[config.mk]
export PLATFORM = sky130hd
export DESIGN_NAME = bcd_stats_formatter_flat
export DESIGN_NICKNAME = d
export VERILOG_FILES = /design/src/rtl/bcd_stats_formatter_if.sv /design/src/rtl/bcd_stats_formatter.sv /design/src/flat_wrapper.sv
export SDC_FILE = /design/constraint.sdc
export NUM_CORES = 1
export LEC_CHECK = 0
export CAP_MARGIN = 20
export CELL_PAD_IN_SITES_DETAIL_PLACEMENT = 1
export CELL_PAD_IN_SITES_GLOBAL_PLACEMENT = 1
export CORE_MARGIN = 1
export CORE_UTILIZATION = 41
export CTS_CLUSTER_SIZE = 16
export DETAILED_ROUTE_END_ITERATION = 12
export PLACE_DENSITY = 0.88
export SYNTH_ARGS = -nofsm -noshare
export SYNTH_HDL_FRONTEND = slang
export SYNTH_SLANG_ARGS = --single-unit
export TNS_END_PERCENT = 10
[constraint.sdc]
create_clock -name pclk -period 3.75 [get_ports pclk]
set_clock_uncertainty 0.2 [all_clocks]
set_input_delay 0.375 -clock pclk [delete_from_list [all_inputs] [get_ports pclk]]
set_output_delay 0.375 -clock pclk [all_outputs]
set_load 0.005 [all_outputs]
[src/rtl/bcd_stats_formatter_if.sv]
// Request/result bundle between the game-state counters and the BCD formatter.
//   start      request a conversion of fields_in (honoured only when idle)
//   fields_in  NUM_FIELDS packed unsigned values, field i at [i*WIDTH +: WIDTH]
//   busy       conversion in progress
//   done       one-cycle pulse when bcd_out/lz_mask/overflow were refreshed
//   bcd_out    DIGITS BCD digits per field, digit j of field i at [(i*DIGITS+j)*4 +: 4]
//   lz_mask    1 = digit is a leading zero and should be blanked
//   overflow   field exceeded the displayable range and was saturated to all 9s
// master = requester (game logic / testbench), slave = formatter.
interface bcd_stats_formatter_if #(
  parameter int NUM_FIELDS = 3,
  parameter int WIDTH      = 8,
  parameter int DIGITS     = 2
);
  logic                           start;
  logic [NUM_FIELDS*WIDTH-1:0]    fields_in;
  logic                           busy;
  logic                           done;
  logic [NUM_FIELDS*DIGITS*4-1:0] bcd_out;
  logic [NUM_FIELDS*DIGITS-1:0]   lz_mask;
  logic [NUM_FIELDS-1:0]          overflow;

  modport master (
    output start, fields_in,
    input  busy, done, bcd_out, lz_mask, overflow
  );

  modport slave (
    input  start, fields_in,
    output busy, done, bcd_out, lz_mask, overflow
  );
endinterface

[src/rtl/bcd_stats_formatter.sv]
// Sequential binary-to-BCD converter for end-of-game statistics. One shared
// double-dabble engine converts NUM_FIELDS values one after another, saturates
// values above 10^DIGITS-1 to all 9s, derives leading-zero blanking masks and
// publishes all results on a single edge so the overlay never shows a mixed frame.
// Ports:
//   pclk  pixel clock, all logic on the rising edge
//   rst   synchronous active-high reset (wins over start)
//   bus   slave side of bcd_stats_formatter_if (start/fields_in in,
//         busy/done/bcd_out/lz_mask/overflow out)
module bcd_stats_formatter #(
  parameter int NUM_FIELDS = 3,
  parameter int WIDTH      = 8,
  parameter int DIGITS     = 2
) (
  input  logic                 pclk,
  input  logic                 rst,
  bcd_stats_formatter_if.slave bus
);

  function automatic longint unsigned calc_max_val(input int digits);
    longint unsigned v;
    v = 1;
    for (int k = 0; k < digits; k++) v = v * 10;
    return v - 1;
  endfunction

  // Per field: every digit except the units digit blanked, so 0 shows as "0".
  function automatic logic [NUM_FIELDS*DIGITS-1:0] lz_reset_val();
    logic [NUM_FIELDS*DIGITS-1:0] v;
    v = '0;
    for (int f = 0; f < NUM_FIELDS; f++)
      for (int j = 1; j < DIGITS; j++) v[f*DIGITS+j] = 1'b1;
    return v;
  endfunction

  localparam longint unsigned MAX_VAL = calc_max_val(DIGITS);
  localparam int ACC_W = DIGITS * 4;
  localparam int IDX_W = (NUM_FIELDS > 1) ? $clog2(NUM_FIELDS) : 1;
  localparam int CNT_W = $clog2(WIDTH + 1);
  localparam logic [NUM_FIELDS*DIGITS-1:0] LZ_RESET = lz_reset_val();
  localparam logic [ACC_W-1:0] SAT_VAL = {DIGITS{4'h9}};

  typedef enum logic [2:0] {IDLE, LOAD, SHIFT, STORE, DONE} state_t;

  state_t state_reg, state_next;

  logic [WIDTH-1:0]               shadow_reg [NUM_FIELDS];
  logic [IDX_W-1:0]               idx_reg;
  logic [CNT_W-1:0]               cnt_reg;
  logic [WIDTH-1:0]               shreg_reg;
  logic [ACC_W-1:0]               acc_reg;
  logic                           ovf_reg;
  logic [NUM_FIELDS*ACC_W-1:0]    stage_bcd_reg;
  logic [NUM_FIELDS-1:0]          stage_ovf_reg;
  logic [NUM_FIELDS*ACC_W-1:0]    bcd_reg;
  logic [NUM_FIELDS*DIGITS-1:0]   lz_reg;
  logic [NUM_FIELDS-1:0]          ovf_out_reg;
  logic                           done_reg;

  logic [WIDTH-1:0]               cur_field;
  logic                           field_ovf;
  logic [ACC_W-1:0]               acc_adj;
  logic [NUM_FIELDS*DIGITS-1:0]   lz_calc;

  // Field currently being converted, taken from the snapshot, not the live input.
  always_comb begin
    cur_field = '0;
    for (int f = 0; f < NUM_FIELDS; f++)
      if (idx_reg == IDX_W'(f)) cur_field = shadow_reg[f];
  end

  assign field_ovf = (64'(cur_field) > MAX_VAL);

  // Double-dabble correction: digits >= 5 get +3 before the shift.
  // A top digit pushed past 9 only happens for saturated fields, whose
  // accumulator is discarded anyway.
  genvar gi, gj;
  generate
    for (gi = 0; gi < DIGITS; gi++) begin : g_adj
      assign acc_adj[gi*4 +: 4] = (acc_reg[gi*4 +: 4] >= 4'd5) ?
                                  acc_reg[gi*4 +: 4] + 4'd3 : acc_reg[gi*4 +: 4];
    end

    // Digit j is a leading zero when it and every digit above it are zero.
    for (gi = 0; gi < NUM_FIELDS; gi++) begin : g_lz
      assign lz_calc[gi*DIGITS] = 1'b0;
      for (gj = 1; gj < DIGITS; gj++) begin : g_dig
        assign lz_calc[gi*DIGITS+gj] = ~stage_ovf_reg[gi] &&
            (stage_bcd_reg[(gi*DIGITS+gj)*4 +: (DIGITS-gj)*4] == '0);
      end
    end
  endgenerate

  always_ff @(posedge pclk) begin
    if (rst) state_reg <= IDLE;
    else     state_reg <= state_next;
  end

  always_comb begin
    state_next = state_reg;
    unique case (state_reg)
      IDLE:    if (bus.start) state_next = LOAD;
      LOAD:    state_next = SHIFT;
      SHIFT:   if (cnt_reg == CNT_W'(1)) state_next = STORE;
      STORE:   state_next = (idx_reg == IDX_W'(NUM_FIELDS - 1)) ? DONE : LOAD;
      DONE:    state_next = IDLE;
      default: state_next = IDLE;
    endcase
  end

  always_ff @(posedge pclk) begin
    if (rst) begin
      idx_reg       <= '0;
      cnt_reg       <= '0;
      shreg_reg     <= '0;
      acc_reg       <= '0;
      ovf_reg       <= 1'b0;
      stage_bcd_reg <= '0;
      stage_ovf_reg <= '0;
      bcd_reg       <= '0;
      lz_reg        <= LZ_RESET;
      ovf_out_reg   <= '0;
      done_reg      <= 1'b0;
    end else begin
      done_reg <= 1'b0;
      case (state_reg)
        IDLE: begin
          if (bus.start) begin
            for (int f = 0; f < NUM_FIELDS; f++)
              shadow_reg[f] <= bus.fields_in[f*WIDTH +: WIDTH];
            idx_reg <= '0;
          end
        end
        LOAD: begin
          shreg_reg <= cur_field;
          acc_reg   <= '0;
          cnt_reg   <= CNT_W'(WIDTH);
          ovf_reg   <= field_ovf;
        end
        SHIFT: begin
          {acc_reg, shreg_reg} <= {acc_adj, shreg_reg} << 1;
          cnt_reg <= cnt_reg - CNT_W'(1);
        end
        STORE: begin
          for (int f = 0; f < NUM_FIELDS; f++) begin
            if (idx_reg == IDX_W'(f)) begin
              stage_bcd_reg[f*ACC_W +: ACC_W] <= ovf_reg ? SAT_VAL : acc_reg;
              stage_ovf_reg[f]                <= ovf_reg;
            end
          end
          if (idx_reg != IDX_W'(NUM_FIELDS - 1)) idx_reg <= idx_reg + IDX_W'(1);
        end
        DONE: begin
          // Single-edge publish of every visible result.
          bcd_reg     <= stage_bcd_reg;
          ovf_out_reg <= stage_ovf_reg;
          lz_reg      <= lz_calc;
          done_reg    <= 1'b1;
        end
        default: ;
      endcase
    end
  end

  assign bus.busy     = (state_reg == LOAD) || (state_reg == SHIFT) || (state_reg == STORE);
  assign bus.done     = done_reg;
  assign bus.bcd_out  = bcd_reg;
  assign bus.lz_mask  = lz_reg;
  assign bus.overflow = ovf_out_reg;

endmodule

[src/flat_wrapper.sv]
// flat-port wrapper written by rule: the top's interface ports become plain ports
module bcd_stats_formatter_flat 
#(
  parameter int NUM_FIELDS = 3,
  parameter int WIDTH      = 8,
  parameter int DIGITS     = 2
)
  (pclk, rst, bus_start, bus_fields_in, bus_busy, bus_done, bus_bcd_out, bus_lz_mask, bus_overflow);
  bcd_stats_formatter_if #(.NUM_FIELDS(NUM_FIELDS), .WIDTH(WIDTH), .DIGITS(DIGITS)) bus_i ();
  input  logic pclk;
  input  logic rst;
  input wire logic [$bits(bus_i.start)-1:0] bus_start;
  input wire logic [$bits(bus_i.fields_in)-1:0] bus_fields_in;
  output wire logic [$bits(bus_i.busy)-1:0] bus_busy;
  output wire logic [$bits(bus_i.done)-1:0] bus_done;
  output wire logic [$bits(bus_i.bcd_out)-1:0] bus_bcd_out;
  output wire logic [$bits(bus_i.lz_mask)-1:0] bus_lz_mask;
  output wire logic [$bits(bus_i.overflow)-1:0] bus_overflow;
  assign bus_i.start = bus_start;
  assign bus_i.fields_in = bus_fields_in;
  assign bus_busy = bus_i.busy;
  assign bus_done = bus_i.done;
  assign bus_bcd_out = bus_i.bcd_out;
  assign bus_lz_mask = bus_i.lz_mask;
  assign bus_overflow = bus_i.overflow;
  bcd_stats_formatter #(.NUM_FIELDS(NUM_FIELDS), .WIDTH(WIDTH), .DIGITS(DIGITS)) u_core (.pclk(pclk), .rst(rst), .bus(bus_i));
endmodule
==> results of run 1 <==
## cells by family (layout without fill, tap and decap cells)
family                   count (synthesis)  count (layout)  synth area share
flip-flops                             108             108             0.561
adder cells (fa/ha/maj)                  9               9            0.0263
buffers and inverters                   43              88            0.0558
XOR/XNOR                                 4               4           0.00818
other                                    1               3          0.000875
multiplexers                             1               1           0.00234
AND/OR/NAND/NOR                        168             168             0.180
AO/OA/AOI/OAI                          117             117             0.166
## final timing paths
check | depth (start not counted) | slack (ns) | endpoint | startpoint
max | 7 | 1.31 | u_core.ovf_reg | u_core.idx_reg[1]
min | 2 | 0.26 | u_core.bus.overflow[1] | u_core.bus.overflow[1]
max reg2reg | 7 | 1.31 | u_core.ovf_reg | u_core.idx_reg[1]
min reg2reg | 2 | 0.26 | u_core.bus.overflow[1] | u_core.bus.overflow[1]
## cell usage in the layout (no fill, tap or decap), types with 2 or more instances in the layout
cell type,instances
nand2_1,100
dfxtp_1,84
a21oi_1,65
clkdlybuf4s50_1,57
nor2_1,33
edfxtp_1,24
a211oi_1,14
a22oi_1,13
inv_1,11
ha_1,9
clkbuf_8,9
o21ai_0,7
nand3_1,5
nand2b_1,5
nor2b_1,4
a221oi_1,4
xnor2_1,4
nor3_1,4
o211ai_1,3
or4_1,3
o31ai_1,3
and2_4,3
conb_1,3
buf_4,3
nor2_4,2
a221o_1,2
clkinv_4,2
inv_6,2
## through the flow
| stage | hold WS, ns | utilization |
|---|---|---|
| after global routing | 0.283 | 0.507 |
| after detailed placement | 0.248 | 0.489 |
| final | 0.259 | 0.507 |
| after floorplan | 0.232 | - |
| after CTS | 0.260 | 0.507 |
| after global placement | 0.242 | 0.489 |
## per-layer routing
| layer | track usage | vias up |
|---|---|---|
| met5 | 0 | - |
| met4 | 0.0551 | 0 |
| met3 | 0.0464 | 12 |
| met2 | 0.361 | 67 |
| met1 | 0.225 | 1633 |
| li1 | - | 1631 |
## report_power, final
part	leakage [nW]	internal (mW)	total, mW	switching (mW)
sequential	0.901	1.22	1.25	0.0276
clock	0.0921	0.252	0.679	0.427
combinational	0.654	0.0694	0.163	0.0939
total	1.65	1.54	2.09	0.549
## worst reg2reg max path: stages, from the launching register on
cell and delay, ns:
dfxtp_1 0.39, inv_1 0.09, ha_1 0.34, nor2b_1 0.51, a22oi_1 0.13, o21ai_0 0.32, o311ai_1 0.16, a31oi_1 0.21
## area by class of cell
cell class	count	area (um2)
fill	1119	4910
sequential	108	2400
multi-input combinational	302	1660
timing repair buffer	61	598
tap	133	166
clock buffer	9	124
clock inverter	7	58.8
inverter	11	41.3
==> metrics.md, run 1 <==
| Metric | Value |
|---|---|
| Fin area | `5050 um2` |
| WL met1 | `4340 um` |
| Syn-to-layout area delta | `17.8%` |
| Met2 WL | `5200 um` |
| Power, Total | `2.09 mW` |
| Max-cap violations | `0` |
| Rows | `36` |
| Mapped cell area | `4280 um2` |
| Critical-path cell list | `inv_1 > ha_1 > nor2b_1 > a22oi_1 > o21ai_0 > o311ai_1 > a31oi_1` |
| WL met3 | `322 um` |
| CP Launch Type | `flop` |
| Residual DRC | `0` |
| Via count | `3343` |
| FF+latch count, synth | `108` |
| Syn Inst Count | `451` |
| Crit path largest cell delay | `0.51 ns` |
| Outcome | `finished, final reports clean` |
| Area after DPL | `4860 um2` |
| Synth Flop Type | `dfxtp_1` |
| Seq/Total Area, Yosys | `0.561` |
| Hpwl dp | `7010 um` |
| Asr flop ratio synth | `0` |
| Critical path class | `flop to flop` |
| Slowest cell on the critical path | `nor2b_1` |
| Post-Route WL | `9980 um` |
| Arrival @ worst endpoint | `2.54 ns` |
| Placed cell count | `615` |
| Clock tree buffer depth | `2` |
| Final GP Congestion | `0.783` |
| Die height | `104 um` |
| Leak | `1.65 nW` |
| First-pass DRT Iterations | `4` |
| Non-Filler Instances | `631` |
| Top-area cell type share of the netlist area | `0.393` |
| Fraction of layout cells with a size suffix above 1 | `0.0622` |
| Worst-margin pin slew | `0.998 ns` |
| Grt ovf | `0` |
| Reg clk slew, reported paths | `0.10 ns` |
| Top delay family on crit path | `compound AO/OA/AOI/OAI gates` |
| GRT Overall Usage | `0.196` |
| Pwr per Cell Area | `415 nW/um2` |
| Antenna Nets Post-Route | `0` |
| CP bufs+invs | `1` |
| Starting Density | `0.430` |
| Mean area per synthesized cell | `9.50 um2` |
| Vias per inst | `5.30` |
| Post-synth top cells | `nand2_1 (100), dfxtp_1 (84), a21oi_1 (65)` |
| CTS Sinks | `108` |
| PortBufs | `58` |
| Final Cycle Share | `0.650` |
| Required @ worst endpoint | `3.85 ns` |
| Fin crit period | `2.44 ns` |
| Synth area leader | `dfxtp_1` |
| Final worst setup slack | `1.31 ns` |
| Top Metal Used | `met4` |
| Core area | `9950 um2` |
| H-tree depth | `3` |
| RSZ-0062 raised after global routing | `no` |
| Die width | `104 um` |
| Root buffer cell | `clkbuf_8` |
| Worst min-delay path class | `flop to flop` |
| Clk_lat worst skew | `0.39 ns` |
| Largest net degree at the start of global routing | `36` |
| Most frequent cell after synthesis | `nand2_1` |
| Initial antenna violation count | `0` |
| First-pass GRT wire length | `16800 um` |
| Count of final setup violators | `0` |
| Max VDD drop | `183 uV` |
| CTS Buf Count | `9` |
| TNS Setup | `0 ns` |
| Area of the die | `10900 um2` |
| Setup WS pre-CTS | `1.41 ns` |
| Worst Setup End Kind | `flop` |
| Fmax | `0.410 GHz` |
| Antenna Cells | `0` |
| Vias in the first global route | `3482` |
| Distinct cells, synth | `43` |
| Max Transition Viols Final | `0` |
| Worst slew margin | `0.335` |
| Post-DR wirelength/cell | `15.8 um` |
| CTS tree | `done` |
| Yosys warning total | `0` |
| Post-layout net count | `529` |
| Synth top area cells | `dfxtp_1 (39%), edfxtp_1 (17%), nand2_1 (8.8%)` |
| Top Ports | `62` |
| Worst-path maximum fanout | `12` |
| Setup bufs post-CTS | `0` |
| DRT iter0 DRCs | `86` |
| Final hold viol count | `0` |
| Post-cts gate resize count | `0` |
| EDFF count, synth | `24` |
| Hold-fix buffers at CTS | `0` |
No activity file was read; power rests on OpenSTA's default activity.
==> run 2: changes to the inputs <==
Settings changed: CORE_UTILIZATION 41 to 37, PLACE_DENSITY 0.88 to 0.85.
Clock period 3.75 ns to 2 ns, I/O delays scaled along.
==> run 2 against run 1 <==
Against the previous run: routed wire length up 0.87%; first-iteration DRC count grew 97%; cell count is 2.5% higher; maximum frequency rose by 27%; worst setup slack lost 1.2 ns; via count down 1.5%; worst hold slack lost 0.16 ns; die area up 11%; count of clock-buffer cells in the layout up 1; core utilization decreased by 2.9 points; critical endpoint unchanged; clock power rose to 2.5 times the previous value; register-to-register slack worse by 1.2 ns; highest routed layer unchanged.
==> metrics.md, run 2 (same netlist as run 1, synthesis figures left out) <==
| Metric | Value |
|---|---|
| Antenna Cells | `0 (unchanged)` |
| FF-to-FF path depth | `7 (unchanged)` |
| Arrival @ worst endpoint | `1.94 ns (was 2.54 ns)` |
| Non-Filler Instances | `647 (was 631)` |
| Leak | `1.77 nW (was 1.65 nW)` |
| First-pass GRT wire length | `16500 um (was 16800 um)` |
| Syn-to-layout area delta | `23.7% (was 17.8%)` |
| Root buffer cell | `clkbuf_16 (was clkbuf_8)` |
| Area of the die | `12000 um2 (was 10900 um2)` |
| Final core occ | `0.478 (was 0.507)` |
| Hold path startpoint | `rst (was u_core.bus.overflow[1])` |
| Final Cycle Share | `0.960 (was 0.650)` |
| Hpwl dp | `7230 um (was 7010 um)` |
| Die height | `110 um (was 104 um)` |
| Post-layout net count | `538 (was 529)` |
| Starting Density | `0.387 (was 0.430)` |
| Reg clk slew, reported paths | `0.07 ns (was 0.10 ns)` |
| TNS Setup | `0 ns (unchanged)` |
| Hold_ws | `0.0979 ns (was 0.259 ns)` |
| Largest net degree at the start of global routing | `61 (was 36)` |
| R2R setup slack | `0.08 ns (was 1.31 ns)` |
| Worst-path maximum fanout | `5 (was 12)` |
| CTS tree | `done (unchanged)` |
| Vias in the first global route | `3484 (was 3482)` |
| Fmax | `0.521 GHz (was 0.410 GHz)` |
| Placed cell count | `630 (was 615)` |
| Commonest non-fill, non-tap cell in the layout | `nand2_1 (unchanged)` |
| Required @ worst endpoint | `2.02 ns (was 3.85 ns)` |
| Count of final setup violators | `0 (unchanged)` |
| Rows | `38 (was 36)` |
| Final worst setup slack | `0.0808 ns (was 1.31 ns)` |
| Grt ovf | `0 (unchanged)` |
| Worst min-delay path class | `input port to flop (was flop to flop)` |
| Layout fillers | `1270 (was 1119)` |
| CP Launch Type | `flop (unchanged)` |
| CTS Sinks | `108 (unchanged)` |
| Max VDD drop | `586 uV (was 183 uV)` |
| Antenna Nets Post-Route | `0 (unchanged)` |
| Core area | `11100 um2 (was 9950 um2)` |
| First-pass DRT Iterations | `4 (unchanged)` |
| Fraction of layout cells with a size suffix above 1 | `0.103 (was 0.0622)` |
| Multi-input gate area | `1690 um2 (was 1660 um2)` |
| Register area | `2410 um2 (was 2400 um2)` |
| Top Ports | `62 (unchanged)` |
| Hold-fix buffers at CTS | `0 (unchanged)` |
| Crit Reg-Reg Startpoint | `u_core.idx_reg[0] (was u_core.idx_reg[1])` |
| Die width | `110 um (was 104 um)` |
| Worst slew margin | `0.659 (was 0.335)` |
| GRT Overall Usage | `0.182 (was 0.196)` |
| Post-Route WL | `10100 um (was 9980 um)` |
| Worst Hold End | `u_core.shreg_reg[5] (was u_core.bus.overflow[1])` |
| Clock tree buffer depth | `2 (unchanged)` |
| Post-DR wirelength/cell | `15.6 um (was 15.8 um)` |
| Critical path class | `flop to flop (unchanged)` |
| Initial antenna violation count | `0 (unchanged)` |
| H-tree depth | `3 (unchanged)` |
| Pwr per Cell Area | `828 nW/um2 (was 415 nW/um2)` |
| Fin crit period | `1.92 ns (was 2.44 ns)` |
| CTS Buf Count | `9 (unchanged)` |
| Hold Crit Depth | `2 (unchanged)` |
| Max-cap violations | `0 (unchanged)` |
| Vias per inst | `5.09 (was 5.30)` |
| Max Transition Viols Final | `0 (unchanged)` |
| RSZ-0062 raised after global routing | `yes (was no)` |
| Worst r2r dst | `u_core.ovf_reg (unchanged)` |
| Final GP Congestion | `0.821 (was 0.783)` |
| DRT iter0 DRCs | `169 (was 86)` |
| Via count | `3292 (was 3343)` |
| Residual DRC | `0 (unchanged)` |
| Most frequent cells in the layout | `nand2_1 (100), dfxtp_1 (79), a21oi_1 (64), clkdlybuf4s50_1 (56), nor2_1 (32) (was nand2_1 (100), dfxtp_1 (84), a21oi_1 (65), clkdlybuf4s50_1 (57), nor2_1 (33))` |
| Outcome | `finished, final reports clean (unchanged)` |
| Final hold viol count | `0 (unchanged)` |
| Worst-margin pin slew | `0.512 ns (was 0.998 ns)` |
| Setup WS pre-CTS | `-0.0441 ns (was 1.41 ns)` |
| Worst Setup End Kind | `flop (unchanged)` |
| Clk_lat worst skew | `0.35 ns (was 0.39 ns)` |
| PortBufs | `58 (unchanged)` |
==> run 2: cell count changes in the layout (fill, tap and decap cells not counted), sizes merged <==
cell           previous run  this run
buf                       4        13
clkinvlp                  1         0
clkdlybuf4s50            57        56
clkbuf                    9        10
dlymetal6s2s              0         1
clkinv                    3         2
inv                      14        15
==> run 2: worst max path at each step <==
| stage | startpoint | endpoint |
|---|---|---|
| finish | u_core.idx_reg[0] | u_core.ovf_reg |
| floorplan | u_core.idx_reg[0] | u_core.ovf_reg |
| CTS | u_core.state_reg[2] | bus_busy |
| global placement | u_core.idx_reg[0] | u_core.idx_reg[0] |
| global route | u_core.idx_reg[0] | u_core.shreg_reg[5] |
| detailed placement | u_core.idx_reg[0] | u_core.idx_reg[1] |
==> run 2: report_power, final <==
group | leakage, nW | switching [mW] | internal [mW]
clock network | 0.144 | 0.816 | 0.893
registers | 0.903 | 0.0526 | 2.29
logic | 0.723 | 0.184 | 0.148
==> run 2: area by class of cell <==
| type | count | share of cell area |
|---|---|---|
| tap | 140 | 0.0331 |
| timing repair buffer | 70 | 0.131 |
| clock inverter | 6 | 0.00850 |
| clock buffer | 10 | 0.0451 |
| sequential | 108 | 0.455 |
| inverter | 11 | 0.00779 |
| multi-input combinational | 302 | 0.320 |
==> run 2: worst max-delay path, cell delays in order (launching register included) <==
cell      delay, ns
dfxtp_2        0.35
inv_1          0.07
ha_1           0.21
nor2b_2        0.20
a221oi_2       0.24
a21oi_1        0.10
o311ai_2       0.30
a31oi_1        0.11
==> run 2: stage by stage <==
step,total power [mW],cell area (um2)
6_report,4.38,5300
5_1_grt,4.56,5300
4_1_cts,4.44,5270
3_5_place_dp,2.72,4960
3_3_place_gp,2.70,4960
2_1_floorplan,2.60,4300
==> run 2: timing repair <==
item / CTS / global route
pin swaps: 1 / 2
buffers inserted: 0 / 1
gates resized for setup: 9 / 6
gates cloned: 0 / 0
endpoints found under the setup margin: 5 / 3
==> run 2: layer usage <==
| metal | GRT usage | wire [um] |
|---|---|---|
| met5 | 0 | 0 |
| met2 | 0.340 | 5340 |
| met3 | 0.0510 | 374 |
| met1 | 0.194 | 4210 |
| met4 | 0.0695 | 135 |
==> run 3: changes to the inputs <==
Settings changed: PLACE_DENSITY 0.85 to unset, PLACE_DENSITY_LB_ADDON set to 0.1.
==> run 3 against run 2 <==
Against the previous run: combinational power up 4%; sequential power hardly changed; global-route usage increased by 0.45 points; via count grew 0.79%; flip-flop and latch count unchanged; maximum frequency up 1.3%; worst setup slack better by 0.025 ns; critical endpoint unchanged; largest power group unchanged.
==> metrics.md, run 3 (same netlist as run 1, synthesis figures left out) <==
| Metric | Value |
|---|---|
| Outcome | `finished, final reports clean (unchanged)` |
| Largest net degree at the start of global routing | `28 (was 61)` |
| TNS Setup | `0 ns (unchanged)` |
| CP Launch Type | `flop (unchanged)` |
| Final GP Congestion | `0.801 (was 0.821)` |
| Commonest non-fill, non-tap cell in the layout | `nand2_1 (unchanged)` |
| Die width | `110 um (unchanged)` |
| Antenna Cells | `0 (unchanged)` |
| GRT Overall Usage | `0.187 (was 0.182)` |
| Final worst setup slack | `0.106 ns (was 0.0808 ns)` |
| Fraction of layout cells with a size suffix above 1 | `0.105 (was 0.103)` |
| Power, Total | `4.57 mW (was 4.38 mW)` |
| Non-Filler Instances | `652 (was 647)` |
| First-pass DRT Iterations | `4 (unchanged)` |
| Initial antenna violation count | `0 (unchanged)` |
| First-pass GRT wire length | `16900 um (was 16500 um)` |
| Hpwl dp | `7460 um (was 7230 um)` |
| Worst min-delay path class | `input port to flop (unchanged)` |
| Worst-path maximum fanout | `6 (was 5)` |
| Placed cell count | `637 (was 630)` |
| Layout fillers | `1278 (was 1270)` |
| Final hold viol count | `0 (unchanged)` |
| Clock share of power | `0.411 (was 0.390)` |
| Arrival @ worst endpoint | `1.91 ns (was 1.94 ns)` |
| Max VDD drop | `529 uV (was 586 uV)` |
| Fin crit period | `1.89 ns (was 1.92 ns)` |
| Max-cap violations | `0 (unchanged)` |
| Vias per inst | `5.09 (about the same)` |
| Reg clk slew, reported paths | `0.07 ns (about the same)` |
| CTS Buf Count | `9 (unchanged)` |
| Die height | `110 um (unchanged)` |
| Setup bufs post-CTS | `0 (unchanged)` |
| Max Transition Viols Final | `0 (unchanged)` |
| Combinational power share | `0.075 (was 0.076)` |
| Register share of total power | `0.514 (was 0.534)` |
| Count of final setup violators | `0 (unchanged)` |
| Residual DRC | `0 (unchanged)` |
| Antenna Nets Post-Route | `0 (unchanged)` |
| Clk_lat worst skew | `0.35 ns (about the same)` |
| Vias in the first global route | `3350 (was 3484)` |
| NetSw | `1.01 mW (was 1.05 mW)` |
| Post-layout net count | `544 (was 538)` |
| Post-Route WL | `10200 um (was 10100 um)` |
| RSZ-0062 raised after global routing | `no (was yes)` |
| CTS Sinks | `108 (unchanged)` |
| Via count | `3318 (was 3292)` |
| Most frequent cells in the layout | `nand2_1 (100), dfxtp_1 (80), a21oi_1 (64), clkdlybuf4s50_1 (57), nor2_1 (33) (was nand2_1 (100), dfxtp_1 (79), a21oi_1 (64), clkdlybuf4s50_1 (56), nor2_1 (32))` |
| Sw frac | `0.221 (was 0.240)` |
| Syn-to-layout area delta | `24.8% (was 23.7%)` |
| CTS tree | `done (unchanged)` |
| Worst Setup End Kind | `flop (unchanged)` |
| Area of the die | `12000 um2 (unchanged)` |
| Rows | `38 (unchanged)` |
| Core area | `11100 um2 (unchanged)` |
| Post-DR wirelength/cell | `15.7 um (was 15.6 um)` |
| Clock tree buffer depth | `2 (unchanged)` |
| Fmax | `0.528 GHz (was 0.521 GHz)` |
| PortBufs | `58 (unchanged)` |
| Root buffer cell | `clkbuf_16 (unchanged)` |
| Setup WS pre-CTS | `0.0337 ns (was -0.0441 ns)` |
| Pwr per Cell Area | `854 nW/um2 (was 828 nW/um2)` |
| Final Cycle Share | `0.947 (was 0.960)` |
| Leak | `1.79 nW (was 1.77 nW)` |
| Top Ports | `62 (unchanged)` |
| H-tree depth | `3 (unchanged)` |
| Grt ovf | `0 (unchanged)` |
| DRT iter0 DRCs | `152 (was 169)` |
| P_int | `3.56 mW (was 3.33 mW)` |
| Starting Density | `0.387 (unchanged)` |
| Required @ worst endpoint | `2.02 ns (about the same)` |
| Critical path class | `flop to flop (unchanged)` |
-- run 3: cell types whose count changed in the layout (fill, tap and decap cells not counted), sizes merged --
cell and change:
clkinv -1, clkdlybuf4s50 +1, buf +6, bufinv +1, clkinvlp +1, inv -4
dlymetal6s2s -1, clkbuf +2
-- run 3: worst paths after layout --
path / startpoint / endpoint / slack (ns) / cells past startpoint
worst max-delay path: u_core.idx_reg[0] / u_core.ovf_reg / 0.11 / 7
worst min-delay path: rst / u_core.bus.bcd_out[18] / 0.08 / 2
worst max register to register: u_core.idx_reg[0] / u_core.ovf_reg / 0.11 / 7
worst min register to register: u_core.bus.bcd_out[18] / u_core.bus.bcd_out[18] / 0.25 / 2
-- run 3: per-stage QoR --
step	area (um2)	util	hold WS [ns]
global placement	5000	0.452	0.245
global route	5350	0.483	0.0767
finish	5350	0.483	0.0786
CTS	5330	0.481	0.0690
floorplan	4300	-	0.0989
detailed placement	5000	0.452	0.248
-- run 3: repair_timing --
action                                  4_1_cts  5_1_grt
endpoints found under the setup margin        2        6
resized for setup                             3        7
pin swaps                                     0        1
endpoints found under the hold margin         0        0
hold buffers                                  0        0
-- run 3: area by class of cell --
cell class | count | area (um2) | area share
clock buffers | 12 | 278 | 0.0520
clock inverters | 3 | 42.5 | 0.00796
inverters | 11 | 41.3 | 0.00772
multi-input cells | 302 | 1680 | 0.314
flip-flops and latches | 108 | 2410 | 0.450
well taps | 140 | 175 | 0.0328
repair buffers | 76 | 723 | 0.135
-- run 3: worst max-delay path: stages (launching register included) --
cell and delay [ns]:
dfxtp_2 0.35, inv_1 0.08, ha_1 0.21, nor2b_2 0.19, a221oi_1 0.25, a21oi_1 0.09, o311ai_1 0.28, a31oi_1 0.11
-- run 3: per-layer routing --
metal	vias to the layer above	wire [um]	GRT usage	part of all wire
met5	-	0	0	0
met4	0	184	0.0790	0.018
met3	14	374	0.0385	0.037
met2	78	5010	0.319	0.49
li1	1659	-	-	-
met1	1567	4660	0.228	0.46
-- run 3: power groups by stage --
stage	logic (mW)	clock network (mW)	registers, mW
CTS	0.346	1.93	2.35
floorplan	0.232	0	2.36
global route	0.379	2.03	2.35
finish	0.344	1.87	2.35
global placement	0.336	0	2.39
detailed placement	0.344	0	2.40
